## src/rtl/ps2_host_tx.sv

```systemverilog
// Host-to-device PS/2 transmitter. Runs the host request sequence on the
// open-drain keyboard lines: clock inhibit, start bit, 8 data bits
// (LSB first), odd parity, stop bit, then checks the device ACK. Holds the
// companion receiver off via rx_inhibit_o while it owns the bus.
//
// Ports:
//   core_clk_i, core_rst_ni        clock, async active-low reset
//   tx_valid_i, tx_data_i          command byte request (taken when ready)
//   tx_ready_o                     high only in idle
//   tx_done_o                      one-cycle pulse at the end of a transfer
//   tx_ack_err_o, tx_timeout_o     status, valid with tx_done_o, held after
//   rx_inhibit_o                   high whenever not idle
//   kbd_clk_in_i, kbd_data_in_i    asynchronous PS/2 pin samples
//   kbd_clk_oe_o, kbd_data_oe_o    1 = pull line low, 0 = release
module ps2_host_tx #(
  parameter int unsigned INHIBIT_CYCLES = 5000,
  parameter int unsigned TIMEOUT_CYCLES = 100000,
  parameter int unsigned SYNC_STAGES    = 2
) (
  input  logic       core_clk_i,
  input  logic       core_rst_ni,
  input  logic       tx_valid_i,
  input  logic [7:0] tx_data_i,
  output logic       tx_ready_o,
  output logic       tx_done_o,
  output logic       tx_ack_err_o,
  output logic       tx_timeout_o,
  output logic       rx_inhibit_o,
  input  logic       kbd_clk_in_i,
  input  logic       kbd_data_in_i,
  output logic       kbd_clk_oe_o,
  output logic       kbd_data_oe_o
);

  localparam int unsigned InhW = (INHIBIT_CYCLES > 1) ? $clog2(INHIBIT_CYCLES) : 1;
  localparam int unsigned ToW  = $clog2(TIMEOUT_CYCLES + 1);

  typedef enum logic [2:0] {
    StIdle, StInhibit, StReq, StShift, StAck, StWaitIdle, StDone
  } state_e;

  state_e               state_q;
  logic [SYNC_STAGES-1:0] clk_sync_q, data_sync_q;
  logic                 clk_prev_q;
  logic [InhW-1:0]      inh_cnt_q;
  logic [ToW-1:0]       to_cnt_q;
  logic [3:0]           bit_cnt_q;
  logic [8:0]           shift_q;  // {parity, data}, shifted out LSB first
  logic                 clk_oe_q, data_oe_q;
  logic                 ready_q, done_q, ack_err_q, timeout_q, rx_inh_q;

  logic           clk_s, data_s, fall, to_hit;
  logic [ToW-1:0] to_cnt_inc;

  // Idle lines float high, so the synchronizers reset to 1 to avoid a
  // phantom falling edge right after reset.
  always_ff @(posedge core_clk_i or negedge core_rst_ni) begin
    if (!core_rst_ni) begin
      clk_sync_q  <= '1;
      data_sync_q <= '1;
      clk_prev_q  <= 1'b1;
    end else begin
      clk_sync_q  <= {clk_sync_q[SYNC_STAGES-2:0], kbd_clk_in_i};
      data_sync_q <= {data_sync_q[SYNC_STAGES-2:0], kbd_data_in_i};
      clk_prev_q  <= clk_s;
    end
  end

  always_comb begin
    clk_s      = clk_sync_q[SYNC_STAGES-1];
    data_s     = data_sync_q[SYNC_STAGES-1];
    fall       = clk_prev_q & ~clk_s;
    // An edge in the expiry cycle wins over the timeout.
    to_hit     = (to_cnt_q == ToW'(TIMEOUT_CYCLES - 1)) && !fall;
    to_cnt_inc = (to_cnt_q == ToW'(TIMEOUT_CYCLES)) ? to_cnt_q : to_cnt_q + 1'b1;
  end

  always_ff @(posedge core_clk_i or negedge core_rst_ni) begin
    if (!core_rst_ni) begin
      state_q   <= StIdle;
      inh_cnt_q <= '0;
      to_cnt_q  <= '0;
      bit_cnt_q <= '0;
      shift_q   <= '0;
      clk_oe_q  <= 1'b0;
      data_oe_q <= 1'b0;
      ready_q   <= 1'b1;
      done_q    <= 1'b0;
      ack_err_q <= 1'b0;
      timeout_q <= 1'b0;
      rx_inh_q  <= 1'b0;
    end else begin
      done_q   <= 1'b0;
      // Saturating, cleared on every device clock fall.
      to_cnt_q <= fall ? '0 : to_cnt_inc;
      unique case (state_q)
        StIdle: begin
          if (tx_valid_i && ready_q) begin
            shift_q   <= {~^tx_data_i, tx_data_i};
            ack_err_q <= 1'b0;
            timeout_q <= 1'b0;
            inh_cnt_q <= '0;
            clk_oe_q  <= 1'b1;
            ready_q   <= 1'b0;
            rx_inh_q  <= 1'b1;
            state_q   <= StInhibit;
          end
        end
        StInhibit: begin
          if (inh_cnt_q == InhW'(INHIBIT_CYCLES - 1)) begin
            data_oe_q <= 1'b1;  // start bit
            state_q   <= StReq;
          end else begin
            inh_cnt_q <= inh_cnt_q + 1'b1;
          end
        end
        StReq: begin
          clk_oe_q  <= 1'b0;
          to_cnt_q  <= '0;
          bit_cnt_q <= '0;
          state_q   <= StShift;
        end
        StShift, StAck, StWaitIdle: begin
          if (to_hit) begin
            data_oe_q <= 1'b0;
            timeout_q <= 1'b1;
            ack_err_q <= 1'b0;
            done_q    <= 1'b1;
            state_q   <= StDone;
          end else if (state_q == StShift) begin
            if (fall) begin
              bit_cnt_q <= bit_cnt_q + 4'd1;
              if (bit_cnt_q == 4'd9) begin
                data_oe_q <= 1'b0;  // stop bit: release the line
                state_q   <= StAck;
              end else begin
                data_oe_q <= ~shift_q[0];
                shift_q   <= {1'b0, shift_q[8:1]};
              end
            end
          end else if (state_q == StAck) begin
            if (fall) begin
              ack_err_q <= data_s;  // device pulls data low to ACK
              state_q   <= StWaitIdle;
            end
          end else if (clk_s && data_s) begin
            done_q  <= 1'b1;
            state_q <= StDone;
          end
        end
        StDone: begin
          ready_q  <= 1'b1;
          rx_inh_q <= 1'b0;
          state_q  <= StIdle;
        end
        default: state_q <= StIdle;
      endcase
    end
  end

  assign tx_ready_o    = ready_q;
  assign tx_done_o     = done_q;
  assign tx_ack_err_o  = ack_err_q;
  assign tx_timeout_o  = timeout_q;
  assign rx_inhibit_o  = rx_inh_q;
  assign kbd_clk_oe_o  = clk_oe_q;
  assign kbd_data_oe_o = data_oe_q;

endmodule

```

## config.mk

```make
export PLATFORM = sky130hd
export DESIGN_NAME = ps2_host_tx
export DESIGN_NICKNAME = d
export VERILOG_FILES = /design/src/rtl/ps2_host_tx.sv
export SDC_FILE = /design/constraint.sdc
export NUM_CORES = 1
export LEC_CHECK = 0
export BUFFER_PORTS_ARGS = -buffer_cell sky130_fd_sc_hd__buf_2
export CORE_MARGIN = 2
export CORE_UTILIZATION = 51
export CTS_BUF_LIST = sky130_fd_sc_hd__clkbuf_2 sky130_fd_sc_hd__clkbuf_4 sky130_fd_sc_hd__clkbuf_8
export DETAILED_ROUTE_END_ITERATION = 6
export PLACE_DENSITY = 0.69
export SETUP_SLACK_MARGIN = 0.3
export SYNTH_ARGS = -nofsm -noshare
export SYNTH_HDL_FRONTEND = slang
export SYNTH_SLANG_ARGS = --single-unit
```

## constraint.sdc

```tcl
create_clock -name core_clk_i -period 2.8 [get_ports core_clk_i]
set_clock_uncertainty 0.15 [all_clocks]
set_input_delay 0.84 -clock core_clk_i [delete_from_list [all_inputs] [get_ports core_clk_i]]
set_output_delay 0.84 -clock core_clk_i [all_outputs]
set_load 0.1 [all_outputs]
```

# Word level (Yosys, flattened, before mapping)
# Index checks and enable logic that the tools add are counted.
# totals
ff_bits,58
output_inout_bits,7
# op_classes
addsub,3
n_eq_ne,27
mux,49
bitwise,3
reduce_logical,22
# ops
operator,n
$mux W17,3
$mux W9,5
$eq A17 B17 Y1 const B,2
$mux W3,9
$mux W13,2
$pmux W13 S2,1
$pmux W9 S2,1
$add A17 B1 Y17 const B,1
$mux W1,17
$ne A2 B2 Y1 const B,8
$add A13 B1 Y13 const B,1
$eq A13 B13 Y1 const B,1
$mux W4,3
$ne A3 B3 Y1 const B,4
$ne A4 B4 Y1 const B,3
$pmux W1 S2,6
$pmux W3 S4,1
$reduce_and A6 Y1,2
$reduce_bool A2 Y1,6
$eq A3 B3 Y1 const B,3
$pmux W4 S2,1
$reduce_and A4 Y1,2
$reduce_xnor A8 Y1,1
$eq A3 B2 Y1 const B,2
other kinds (14),19

# Depth between registers and ports, before layout
# logic_depth
word_depth,7
depth_mapped,9
ltp_nobuf,7

# Least setup slack after synthesis
# OpenSTA, ideal clock, no wires.
# synth_path
path_kind,flip-flop to flip-flop
start,register ready_q (netlist: tx_ready_o)
end,register shift_q[7]
arrival_time_ps,2162
setup_slack_ps,410
stages_incl_launch_ff,7
path_cell_list,dfstp_2 -> nor4bb_1 -> o21ba_2 -> clkbuf_1 -> buf_2 -> nor2_1 -> a21oi_1
# synth_between
elab_chain_cells,3
# synth_lines
item,line,source
from (decl),50,"logic ready_q, done_q, ack_err_q, timeout_q, rx_inh_q;"
from (signal assigned),87,ready_q <= 1'b1;
from (signal assigned),104,ready_q <= 1'b0;
from (signal assigned),152,ready_q <= 1'b1;
$logic_and A1 B1 Y1,98,if (tx_valid_i && ready_q) begin
$ne A2 B2 Y1 (no source line),--,
$reduce_and A6 Y1 (no source line),--,
to (signal assigned),99,"shift_q <= {~^tx_data_i, tx_data_i};"
to (signal assigned),138,"shift_q <= {1'b0, shift_q[8:1]};"
to (decl),48,logic [8:0] shift_q;
# Every way passes these cells.
# A chain may end at the register's enable or synchronous reset.

# Worst setup path in the final report
# layout_path
start,register to_cnt_q[1]
end,register state_q[0]
# layout_between
elab_chain_cells,4
word_cells_on_any_way,9
classes_between,eq/ne (5); mux (2); reduce/logical (2)
# layout_lines
item,line,source
from (decl),46,logic [ToW-1:0] to_cnt_q;
from (signal assigned),95,to_cnt_q <= fall ? '0 : to_cnt_inc;
$eq A17 B17 Y1 *,74,to_hit = (to_cnt_q == ToW'(TIMEOUT_CYCLES - 1)) && !fall;
$logic_and A1 B1 Y1 *,74,
"$ne A5 B5 Y1 (no source line), or another cell as far along",--,
$reduce_and A6 Y1 (no source line) or $pmux W3 S4 (tied branches),--,
to (signal assigned),80,state_q <= StIdle;
to (signal assigned),106,state_q <= StInhibit;
to (signal assigned),112,state_q <= StReq;
to (decl),42,state_e state_q;
# Every way passes the cells marked *; elsewhere a longest branch is shown, timed or not.

==> summary.txt <==
Run status
  – Status: finished clean

Yosys
  – YS warnings: 0
  – Synth area leader: dfrtp_1
  – EDFF count, synth: 0
  – Most numerous cell in the Yosys netlist: dfrtp_1
  – Share of the synthesized area in the top cell type: 0.398
  – Distinct cells, synth: 61
  – Ys async rst share: 1.00
  – Sequential area share after synthesis: 0.447
  – Syn Nets: roughly 360
  – Cells after Synth: 345
  – Syn avg cell area: 9.47 sq um
  – Post-Syn Area: 3270 sq um
  – Leading cell types by count after synthesis: 52 x dfrtp_1, 42 x nor2_1, 28 x nand2_1
  – Synth Register Bits: 58
  – Synth top area cells: dfrtp_1 40%, xnor2_1 5.1%, dfstp_2 4.8%
  – Synth Flop Type: dfrtp_1

Route
  – DR top layer: met4
  – DR iter-0 viols: 189
  – Via count: 2618
  – Vias per cell: 5.83
  – Met3 WL: 242 microns
  – DRT Pass-1 Iters: 5
  – DRC viols: 0
  – DRT antenna net count: 0
  – Drt wl/cell: 14.8 microns
  – Final WL: 6640 microns
  – Met2 wire len: 3150 microns
  – Metal-1 WL: about 3100 microns

Setup path
  – Worst setup EP type: flip-flop
  – CP max stage delay: about 0.64 ns
  – Critical path buffers and inverters: 0
  – Crit path launch type: flip-flop
  – Worst Setup Path Type: flip-flop to flip-flop
  – Critical path, cell by cell: ha_1, or4b_2, nor4_4, a2111oi_2, or4_1, nand4_1
  – Required time of the critical path: 2.92 ns
  – R2R Path End: state_q[0]$_DFFE_PN0P_
  – Worst EP arrival: 2.52 ns
  – Slowest CP cell: or4b_2
  – Top delay family on crit path: simple AND/OR/NAND/NOR gates
  – Reg2reg path depth: 6
  – Worst R2R Setup Slack: 0.40 ns
  – Critical path startpoint: to_cnt_q[1]$_DFFE_PN0P_
  – Reg-to-Reg Start: to_cnt_q[1]$_DFFE_PN0P_
  – Crit Path Max Fanout: 5

Global route
  – Vias in the first global route: between 2k and 2.5k
  – Grt total ovfl: 0
  – First-pass GRT wire length: 11700 microns
  – Gr usage total: 0.206
  – Largest net degree at the start of global routing: 35
  – Initial antenna violation count: 0

Floorplanning
  – Die area: 7060 sq um
  – FP Rows: 29
  – Chip Width: approximately 84 microns
  – # IOs: 20
  – Initial Util: 0.520
  – Core area: 6280 sq um
  – Die height: 84.0 microns

Placed design
  – Pre-CTS WS: between 0.3 and 0.4 ns
  – Placed insts: 432
  – Post-DP HPWL: 4600 microns
  – Port Buffers: 19
  – Routability Congestion: about 0.90

Clocking
  – Clk pin slew, worst setup/hold paths: around 0.060 ns
  – Clock root cell: clkbuf_8
  – Clock sink count: 58
  – Later-pin clock latency in the skew report: 0.34 ns
  – Htree depth: 3
  – Clock buffer depth: 2
  – CTS buffer count: 9
  – Cts repair resizes: 0
  – CTS tree: done
  – CTS Hold Bufs: 0

STA
  – Post-layout min period: approximately 2.4 ns
  – Final TNS setup: 0 ns
  – Hold Vio Cnt, Final: 0
  – Max transition margin: 0.617
  – Fin crit share: 0.858
  – Final Slew Violations: 0
  – Setup Viol. Count Final: 0
  – Worst Tran Pin Value: 0.574 ns
  – RSZ-0062 raised after global routing: no
  – Max Freq: 416 MHz
  – Final worst slack: 0.397 ns

Power and ir drop
  – Final Total Pwr: 3000 uW
  – P_leak: 0.00157 uW
  – Maximum vdd drop: 0.438 mV
  – Power Density: 820 nW/um^2

Cells and area
  – Core Util, Final: 0.584
  – Area growth, synth to finish: 12.2%
  – # diodes: 0
  – Layout cells sized above 1: 0.172
  – Fillcell total: 549
  – Final net count: 385
  – Final std cells w/o fill: around 450

Hold path
  – Worst hold endpoint: clk_sync_q[1]$_DFF_PN1_
  – WHS Path Cells: 0
  – Hold path start: clk_sync_q[0]$_DFF_PN1_
  – Worst Hold Class: flip-flop to flip-flop

Job
  – Max-cap violation count: 0
## flip-flops by register name, summed over array words and instances, names as in the netlist
| signal | count |
|---|---|
| tx_ready_o | 1 |
| bit_cnt_q | 4 |
| kbd_clk_oe_o | 1 |
| clk_prev_q | 1 |
| tx_ack_err_o | 1 |
| data_sync_q | 2 |
| shift_q | 9 |
| to_cnt_q | 17 |
| state_q | 3 |
| clk_sync_q | 2 |
| tx_timeout_o | 1 |
| inh_cnt_q | 13 |
| rx_inhibit_o | 1 |
| tx_done_o | 1 |
| kbd_data_oe_o | 1 |
## power breakdown
part / switching [uW] / internal, uW
registers: 218 / 1060
logic: 481 / 337
clock network: 331 / 572
## repair_timing
| item | in CTS | in global routing |
|---|---|---|
| endpoints found under the setup margin | 0 | 1 |
| endpoints found under the hold margin | 0 | 0 |
| setup buffers | 0 | 1 |
## per-stage QoR
step | hold WS (ns) | area, sq um
floorplan | 0.195 | 3270
global route | 0.215 | 3660
global placement | 0.196 | 3420
CTS | 0.209 | 3660
detailed placement | 0.199 | 3420
finish | 0.207 | 3660
## per-layer routing
layer  track usage  vias to the layer above
met3        0.0504                        6
li1              -                     1283
met1         0.285                     1273
met2         0.315                       56
met4        0.0748                        0
met5             0                        -
## cells by family after synthesis
logic type | synth area share
multiplexers | 0.0310
AO/OA/AOI/OAI | 0.125
AND/OR/NAND/NOR | 0.261
buffers and inverters | 0.0456
XOR/XNOR | 0.0724
adder cells (fa/ha/maj) | 0.0192
flip-flops | 0.447
## placed cells by master, fill, tap and decap left out, types with 10 or more instances in the layout
| master | count |
|---|---|
| inv_1 | 10 |
| o21ai_0 | 17 |
| dfrtp_1 | 52 |
| nor3_1 | 12 |
| nand4_1 | 10 |
| nand2_1 | 28 |
| buf_2 | 19 |
| clkbuf_8 | 12 |
| nor2_1 | 42 |
| xnor2_1 | 19 |
| a21oi_1 | 26 |
## worst max-delay path by stage
stage | slack (ns) | depth (start not counted) | endpoint
2_1_floorplan | 0.41 | 6 | shift_q[7]$_DFFE_PN0P_
3_3_place_gp | 0.43 | 6 | state_q[0]$_DFFE_PN0P_
3_5_place_dp | 0.37 | 6 | state_q[0]$_DFFE_PN0P_
4_1_cts | 0.37 | 6 | state_q[0]$_DFFE_PN0P_
5_1_grt | 0.30 | 6 | state_q[0]$_DFFE_PN0P_
6_report | 0.40 | 6 | state_q[0]$_DFFE_PN0P_
## area by class of cell
class	instances	area, sq um	share of cell area
inverter	10	37.5	0.0102
clock buffer	12	165	0.0451
timing repair buffer	28	175	0.0478
multi-input combinational	260	1660	0.453
sequential	58	1460	0.398
tap	77	96.3	0.0263
clock inverter	4	72.6	0.0198
## worst register-to-register path, cell delays in order, from the launching register on
cell and delay (ns):
dfrtp_1 0.38, ha_1 0.24, or4b_2 0.64, nor4_4 0.20, a2111oi_2 0.13, or4_1 0.51
nand4_1 0.10
(Power assumes the default switching activity.)
